--- src/rtl/ram_arb_pkg.sv ---
// Shared types and constants for the two-client RAM arbiter.
package ram_arb_pkg;

   localparam int NUM_REQ = 2;

   typedef logic [0:0] arb_state_t;
   localparam arb_state_t ARB_IDLE  = 1'b0;
   localparam arb_state_t ARB_GRANT = 1'b1;

endpackage

--- src/rtl/ram_arbiter_rr_pick2.sv ---
// Combinational 2-way picker. A lone requester always wins; on a tie, ptr wins.
module rr_pick2 (
   input  logic [1:0] req,
   input  logic       ptr,
   output logic       win,
   output logic       any_req
);

   assign any_req = |req;
   assign win     = (req == 2'b11) ? ptr : req[1];

endmodule

--- src/rtl/ram_arbiter.sv ---
// Round-robin arbiter sharing one single-port RAM between two clients.
// Optional RAM_ARB_LOCK_EN adds lock[1:0] so a client can hold priority.
module ram_arbiter
   import ram_arb_pkg::*;
#(
   parameter int WIDTH  = 16,
   parameter int ADDR_W = 3
) (
   input  logic                      clock,
   input  logic                      reset,
   input  logic [NUM_REQ-1:0]        req,
   input  logic [NUM_REQ-1:0]        we,
   input  logic [NUM_REQ*ADDR_W-1:0] addr,
   input  logic [NUM_REQ*WIDTH-1:0]  wdata,
`ifdef RAM_ARB_LOCK_EN
   input  logic [NUM_REQ-1:0]        lock,
`endif
   output logic [NUM_REQ-1:0]        gnt,
   output logic [NUM_REQ-1:0]        rvalid,
   output logic [NUM_REQ*WIDTH-1:0]  rdata,
   output logic [ADDR_W-1:0]         ram_addr,
   output logic [WIDTH-1:0]          ram_in,
   output logic                      ram_load,
   input  logic [WIDTH-1:0]          ram_out
);

   arb_state_t        state;
   logic              rr_ptr;
   logic              win_lat;
   logic              we_lat;
   logic [ADDR_W-1:0] addr_lat;
   logic [WIDTH-1:0]  wdata_lat;

   logic              win;
   logic              any_req;
   logic              pick_ptr;
   logic [ADDR_W-1:0] addr_w;
   logic [WIDTH-1:0]  wdata_w;

`ifdef RAM_ARB_LOCK_EN
   logic              lock_vld;
   logic              lock_own;
   // A valid lock owner takes the tie-break slot instead of the rotating pointer.
   assign pick_ptr = lock_vld ? lock_own : rr_ptr;
`else
   assign pick_ptr = rr_ptr;
`endif

   rr_pick2 u_pick (
      .req     (req),
      .ptr     (pick_ptr),
      .win     (win),
      .any_req (any_req)
   );

   assign addr_w  = win ? addr[2*ADDR_W-1:ADDR_W] : addr[ADDR_W-1:0];
   assign wdata_w = win ? wdata[2*WIDTH-1:WIDTH]  : wdata[WIDTH-1:0];

   always_ff @(posedge clock) begin
      if (reset) begin
         state     <= ARB_IDLE;
         rr_ptr    <= 1'b0;
         win_lat   <= 1'b0;
         we_lat    <= 1'b0;
         addr_lat  <= '0;
         wdata_lat <= '0;
         rvalid    <= '0;
         rdata     <= '0;
`ifdef RAM_ARB_LOCK_EN
         lock_vld  <= 1'b0;
         lock_own  <= 1'b0;
`endif
      end else begin
         rvalid <= '0;
         case (state)
            ARB_IDLE: begin
`ifdef RAM_ARB_LOCK_EN
               if (lock_vld && !req[lock_own])
                  lock_vld <= 1'b0;
`endif
               if (any_req) begin
                  state     <= ARB_GRANT;
                  win_lat   <= win;
                  we_lat    <= we[win];
                  addr_lat  <= addr_w;
                  wdata_lat <= wdata_w;
`ifdef RAM_ARB_LOCK_EN
                  if (lock[win]) begin
                     lock_vld <= 1'b1;
                     lock_own <= win;
                  end else begin
                     rr_ptr <= ~win;
                     if (lock_vld && lock_own == win)
                        lock_vld <= 1'b0;
                  end
`else
                  rr_ptr <= ~win;
`endif
               end
            end
            default: begin
               state <= ARB_IDLE;
               if (!we_lat) begin
                  if (win_lat) rdata[2*WIDTH-1:WIDTH] <= ram_out;
                  else         rdata[WIDTH-1:0]       <= ram_out;
                  rvalid[win_lat] <= 1'b1;
               end
            end
         endcase
      end
   end

   always_comb begin
      gnt = '0;
      if (state == ARB_GRANT) gnt[win_lat] = 1'b1;
   end

   // Masking with reset keeps a write from landing in the cycle it is aborted.
   assign ram_load = (state == ARB_GRANT) & we_lat & ~reset;
   assign ram_addr = addr_lat;
   assign ram_in   = wdata_lat;

endmodule

--- config.mk ---
export PLATFORM = sky130hd
export DESIGN_NAME = ram_arbiter
export DESIGN_NICKNAME = d
export VERILOG_FILES = /design/src/rtl/ram_arb_pkg.sv /design/src/rtl/ram_arbiter_rr_pick2.sv /design/src/rtl/ram_arbiter.sv
export SDC_FILE = /design/constraint.sdc
export NUM_CORES = 1
export LEC_CHECK = 0
export CORE_AREA = 2 2 83 85
export CTS_CLUSTER_SIZE = 20
export DETAILED_ROUTE_END_ITERATION = 12
export DIE_AREA = 0 0 85 87
export PLACE_DENSITY = 0.74
export SLEW_MARGIN = 20
export SYNTH_ARGS = -nofsm -noshare
export SYNTH_HDL_FRONTEND = slang
export SYNTH_HIERARCHICAL = 1
export SYNTH_SLANG_ARGS = --single-unit
export TNS_END_PERCENT = 50
--- constraint.sdc ---
create_clock -name clock -period 1.4 [get_ports clock]
set_clock_uncertainty 0.1 [all_clocks]
set_input_delay 0.42 -clock clock [delete_from_list [all_inputs] [get_ports clock]]
set_output_delay 0.42 -clock clock [all_outputs]
set_load 0.005 [all_outputs]
==> summary.txt, run 1 <==
Internal -> 3.08 mW
CTS buffer count -> 9
antenna viol nets, final -> 0
IO Port Bufs -> 115
vias -> 2264
Final min period -> 1.46 ns
Worst R2R Setup Slack -> -0.06 ns
Die Footprint -> 7400 sq um
core area -> 6570 sq um
Tcrit/Tclk final -> 1.05
worst slew pin tran -> 0.638 ns
Synth top cells by count -> nand2_1 (68), dfxtp_1 (57), a21oi_1 (34)
worst-skew pair later-pin latency -> 0.32 ns
synthesized area -> 2220 sq um
sequential fraction of design power -> 0.440
I/O pins -> 116
Fillers -> 591
Synth area leader -> dfxtp_1
max_slew headroom -> 0.575
FP Rows -> 30
reg2reg start -> state$_SDFF_PP0_
Sw Pwr -> 1.02 mW
ANT cells -> 0
root buffer cell -> clkbuf_8
leak pwr -> 1.56 nW
mean area per synthesized cell -> 8.67 sq um
crit path kind -> flop to flop
hold_sp -> rdata[25]$_SDFFE_PP0P_
gpl congestion -> 0.698
antenna violations before repair -> 0
Final Util -> 0.586
Max Cap Viol -> 0
placed cell area -> 3490 sq um
status -> complete, but fails checks
setup violators final -> 21
vias per cell -> 4.82
WP data arrival -> 1.54 ns
peak fanout along the critical path -> 10
Max Fclk -> 0.683 GHz
pin count of the biggest net entering global routing -> 58
Pwr Total -> 4.10 mW
# clock sinks -> 57
Area contributors post-synth -> dfxtp_1 (51%), nand2_1 (11%), mux2i_1 (9.0%)
Final #Nets -> 445
final instance area -> 3850 sq um
Max VDD drop -> 0.000628 V
Seq cells post-synth -> 57
worst hold stages -> 2
Synth top area share -> 0.514
remaining routing DRC violations -> 0
final std cells w/o fill -> 470
Die X -> 85 microns
CTS tree -> yes
CP endpoint kind -> flop
gr ovfl total -> 0
Yosys cell types -> 21
Total Wirelength -> 6500 microns
clock transition at the registers of the reported paths -> 0.07 ns
endpoints failing hold -> 0
H-tree depth -> 3
Post-Syn Instances -> 256
switching part of the total power -> 0.250
first-pass GRT wire length -> 10500 microns
end of the worst hold path -> rdata[25]$_SDFFE_PP0P_
vias in the first global route -> 2238
sequential element share of the synthesized area -> 0.514
failing checks -> setup timing
drt first pass iters -> 4
EDFF count, synth -> 0
initial DRC count -> 82
final worst-path setup slack -> -0.0642 ns
Synth async-reset ratio -> 0
DPL Wire Length -> 3990 microns
net count after synthesis -> 316
worst r2r path cells -> 6
die height -> 87 microns
fin. max-slew vios -> 0
Clock power frac -> 0.360
synthesis warning total -> 6
initial core utilization -> 0.338
most used flip-flop cell after synthesis -> dfxtp_1
RSZ-0062 raised after global routing -> true
total track usage -> 0.178
most frequent cell after synthesis -> nand2_1
RR Endpoint -> rdata[10]$_SDFFE_PP0P_
Worst Hold Class -> flop to flop
area growth from synthesis to layout -> 73.4%
WL per Instance -> 13.8 microns
placed cell count -> 443
Critical Path RT -> 1.48 ns
layout cell share with drive strength beyond 1 -> 0.446
clock buffer depth -> 2
combinational share of power -> 0.200
Final TNS setup -> -0.893 ns
Worst setup SP type -> flop
Cell Pwr Density -> 1070 nW/um^2
-- critical path, stage by stage (launching register included) --
cell and delay [ns]:
dfxtp_4 0.37, buf_4 0.11, buf_6 0.09, or3b_4 0.38, buf_6 0.15, nand2_1 0.06, a21oi_1 0.07
-- power by group through the flow --
stage	combinational [mW]	clock, mW	sequential [mW]
6_report	0.819	1.48	1.80
2_1_floorplan	0.287	0	1.82
5_1_grt	0.889	1.60	1.81
3_5_place_dp	0.720	0	1.81
4_1_cts	0.841	1.50	1.79
3_3_place_gp	0.706	0	1.81
-- state kept, by name, indices dropped and copies added (netlist names) --
name and cells:
state 1, ram_addr 3, rvalid 2, pick_ptr 1, win_lat 1, we_lat 1, rdata 32, ram_in 16
-- cell families (layout without fill, tap and decap cells) --
kind of cell / Yosys count / after routing / share of synthesized area
AND/OR/NAND/NOR: 102 / 102 / 0.192
buffers and inverters: 22 / 156 / 0.0558
flip-flops: 57 / 57 / 0.514
AO/OA/AOI/OAI: 55 / 55 / 0.148
multiplexers: 20 / 20 / 0.0902
-- repair_timing --
item,CTS,global route
cloned,4,0
hold buffers,0,0
endpoints found under the setup margin,94,86
gates resized for setup,210,83
pin swaps,5,16
buffers inserted,7,3
-- worst max path at each step --
stage	startpoint	cells past startpoint	endpoint	slack (ns)
floorplan	req[1]	6	ram_in[10]$_SDFFE_PP0P_	-0.006
global placement	req[1]	5	ram_in[5]$_SDFFE_PP0P_	-0.46
detailed placement	req[0]	6	ram_in[14]$_SDFFE_PP0P_	-0.51
CTS	state$_SDFF_PP0_	3	ram_load	-0.08
global route	state$_SDFF_PP0_	6	rdata[11]$_SDFFE_PP0P_	-0.13
finish	state$_SDFF_PP0_	6	rdata[10]$_SDFFE_PP0P_	-0.06
-- layout make-up --
cell class,instances,area (sq um),area share
clock buffer,13,149,0.0387
timing repair buffer,139,1210,0.314
sequential,57,1210,0.314
inverter,1,3.75,0.000975
multi-input combinational,177,1140,0.297
clock inverter,3,40.0,0.0104
tap,80,100,0.0260
-- metrics by stage --
step | setup WS, ns | hold WS, ns
global placement | -0.463 | 0.343
detailed placement | -0.514 | 0.348
global route | -0.134 | 0.372
CTS | -0.0783 | 0.354
finish | -0.0642 | 0.353
floorplan | -0.00632 | 0.336
-- per-layer routing --
layer  global-route usage  wire [microns]  up-vias
li1                     -               -     1116
met1                0.211            2740     1048
met2                0.298            3210       88
met3               0.0673             469       12
met4               0.0620              74        0
met5                    0               0        -
-- cells in the final DEF, fill, tap and decap left out, types with 2 or more instances in the layout --
cell and instances:
nor2_2 9, dfxtp_1 8, nand2_2 2, clkdlybuf4s15_1 9, mux2i_1 8, buf_4 9, buf_2 19, mux2i_2 9
dlygate4sd2_1 3, nor2_1 14, buf_12 4, mux2i_4 3, clkinv_2 2, buf_8 2, a211oi_1 8, dfxtp_2 47
dfxtp_4 2, nand2b_1 2, clkbuf_1 3, a21oi_1 34, a211oi_2 12, clkbuf_2 28, clkbuf_8 10, clkdlybuf4s50_1 56
buf_6 8, nand2_1 66
Note: power is estimated with default switching activity, not from simulation.
==> inputs of run 2 (changes only) <==
--- a/config.mk
+++ b/config.mk
@@ -10,9 +10,8 @@
 export DETAILED_ROUTE_END_ITERATION = 12
 export DIE_AREA = 0 0 85 87
 export PLACE_DENSITY = 0.74
-export SLEW_MARGIN = 20
 export SYNTH_ARGS = -nofsm -noshare
 export SYNTH_HDL_FRONTEND = slang
 export SYNTH_HIERARCHICAL = 1
 export SYNTH_SLANG_ARGS = --single-unit
-export TNS_END_PERCENT = 50
+export TNS_END_PERCENT = 30
==> summary.txt, run 2 (synthesis results as in run 1) <==
crit path kind -> flop to flop (unchanged)
antenna viol nets, final -> 0 (unchanged)
end of the worst hold path -> rdata[1]$_SDFFE_PP0P_ (was rdata[25]$_SDFFE_PP0P_)
vias -> 2238 (was 2264)
fin. max-slew vios -> 0 (unchanged)
root buffer cell -> clkbuf_8 (unchanged)
pin count of the biggest net entering global routing -> 58 (unchanged)
die height -> 87 microns (unchanged)
first-pass GRT wire length -> 10500 microns (about the same)
Cell Pwr Density -> 1070 nW/um^2 (about the same)
Worst R2R Setup Slack -> -0.07 ns (was -0.06 ns)
Max Fclk -> 0.682 GHz (was 0.683 GHz)
CTS buffer count -> 9 (unchanged)
Max VDD drop -> 0.000631 V (was 0.000628 V)
WP data arrival -> 1.54 ns (about the same)
Final #Nets -> 445 (unchanged)
ANT cells -> 0 (unchanged)
Final min period -> 1.47 ns (was 1.46 ns)
peak fanout along the critical path -> 10 (unchanged)
clock buffer depth -> 2 (unchanged)
worst r2r path cells -> 6 (unchanged)
max_slew headroom -> 0.573 (was 0.575)
reg2reg start -> state$_SDFF_PP0_ (unchanged)
WL per Instance -> 13.7 microns (was 13.8 microns)
final worst-path setup slack -> -0.0665 ns (was -0.0642 ns)
max reg flops -> 32 (unchanged)
layout cell share with drive strength beyond 1 -> 0.415 (was 0.446)
Tcrit/Tclk final -> 1.05 (about the same)
pre-CTS WS -> -0.514 ns (unchanged)
DPL Wire Length -> 3990 microns (unchanged)
setup violators final -> 25 (was 21)
commonest non-fill, non-tap cell in the layout -> nand2_1 (unchanged)
FP Rows -> 30 (unchanged)
RR Endpoint -> rdata[10]$_SDFFE_PP0P_ (unchanged)
RSZ-0062 raised after global routing -> true (unchanged)
CP endpoint kind -> flop (unchanged)
initial DRC count -> 68 (was 82)
initial core utilization -> 0.338 (unchanged)
worst-skew pair later-pin latency -> 0.32 ns (about the same)
antenna violations before repair -> 0 (unchanged)
failing checks -> setup timing (unchanged)
vias per cell -> 4.76 (was 4.82)
Worst Hold Class -> flop to flop (unchanged)
leak pwr -> 1.58 nW (was 1.56 nW)
worst hold stages -> 2 (unchanged)
worst slew pin tran -> 0.640 ns (was 0.638 ns)
Final Util -> 0.582 (was 0.586)
status -> complete, but fails checks (unchanged)
CTS tree -> yes (unchanged)
Worst setup SP type -> flop (unchanged)
gr ovfl total -> 0 (unchanged)
drt first pass iters -> 4 (unchanged)
Biggest register -> rdata (unchanged)
IO Port Bufs -> 115 (unchanged)
clock transition at the registers of the reported paths -> 0.07 ns (about the same)
Die X -> 85 microns (unchanged)
Max Cap Viol -> 0 (unchanged)
hold_sp -> rdata[1]$_SDFFE_PP0P_ (was rdata[25]$_SDFFE_PP0P_)
Fillers -> 600 (was 591)
I/O pins -> 116 (unchanged)
cts-stage hold buffer count -> 0 (unchanged)
final instance area -> 3830 sq um (was 3850 sq um)
core area -> 6570 sq um (unchanged)
Critical Path RT -> 1.48 ns (about the same)
# clock sinks -> 57 (unchanged)
area growth from synthesis to layout -> 72.4% (was 73.4%)
Total Wirelength -> 6430 microns (was 6500 microns)
H-tree depth -> 3 (unchanged)
remaining routing DRC violations -> 0 (unchanged)
Die Footprint -> 7400 sq um (unchanged)
most frequent cells in the layout -> nand2_1 (66), clkdlybuf4s50_1 (56), dfxtp_2 (42), a21oi_1 (34), clkbuf_2 (28) (was nand2_1 (66), clkdlybuf4s50_1 (56), dfxtp_2 (47), a21oi_1 (34), clkbuf_2 (28))
placed cell area -> 3490 sq um (unchanged)
total track usage -> 0.178 (unchanged)
endpoints failing hold -> 0 (unchanged)
vias in the first global route -> 2238 (unchanged)
gpl congestion -> 0.698 (unchanged)
## run 2: cell types whose count changed in the layout (fill, tap and decap cells not counted), sizes merged
cell,delta
buf,-1
dlygate4sd2,+2
clkdlybuf4s15,-2
bufbuf,+1
## run 2: per-layer routing
layer  global-route usage  vias to the layer above  share of wire
li1                     -                     1114              -
met1                0.211                     1030           0.44
met2                0.298                       84           0.48
met3               0.0673                       10          0.074
met4               0.0620                        0         0.0092
met5                    0                        -              0
## run 2: what timing repair did
item	4_1_cts	5_1_grt
setup endpoints to repair	94	89
cloned	4	0
pin swaps	5	14
buffers inserted	7	2
gates resized for setup	186	88
## run 2: through the flow
| step | total power [mW] | TNS (ns) | hold WS [ns] | cells |
|---|---|---|---|---|
| global placement | 2.52 | -11.20 | 0.343 | 443 |
| finish | 4.09 | -0.995 | 0.353 | 470 |
| CTS | 4.13 | -1.35 | 0.354 | 470 |
| global route | 4.29 | -2.65 | 0.375 | 470 |
| floorplan | 2.11 | -0.119 | 0.336 | 256 |
| detailed placement | 2.53 | -12.25 | 0.348 | 443 |
## run 2: worst max-delay path by stage
stage	cells past startpoint	end	slack, ns	start
finish	6	rdata[10]$_SDFFE_PP0P_	-0.07	state$_SDFF_PP0_
detailed placement	6	ram_in[14]$_SDFFE_PP0P_	-0.51	req[0]
global placement	5	ram_in[5]$_SDFFE_PP0P_	-0.46	req[1]
global route	6	rdata[11]$_SDFFE_PP0P_	-0.13	state$_SDFF_PP0_
floorplan	6	ram_in[10]$_SDFFE_PP0P_	-0.006	req[1]
CTS	3	ram_load	-0.08	state$_SDFF_PP0_
## run 2: worst max-delay path, cell delays in order, from the launching register on
cell and delay [ns]:
dfxtp_4 0.37, buf_4 0.11, buf_6 0.09, or3b_4 0.38
buf_6 0.15, nand2_1 0.06, a21oi_1 0.07
## run 2: final cells by class
class / count / area (sq um) / share of cell area
timing repair buffer: 139 / 1210 / 0.318
tap: 80 / 100 / 0.0262
inverter: 1 / 3.75 / 0.000981
sequential: 57 / 1200 / 0.314
clock buffer: 13 / 149 / 0.0389
clock inverter: 3 / 40.0 / 0.0105
multi-input combinational: 177 / 1120 / 0.292
## run 2: power by group
| group | internal (mW) | switching (mW) |
|---|---|---|
| Combinational | 0.468 | 0.341 |
| Sequential | 1.74 | 0.0618 |
| Clock | 0.867 | 0.614 |
| Total | 3.08 | 1.02 |
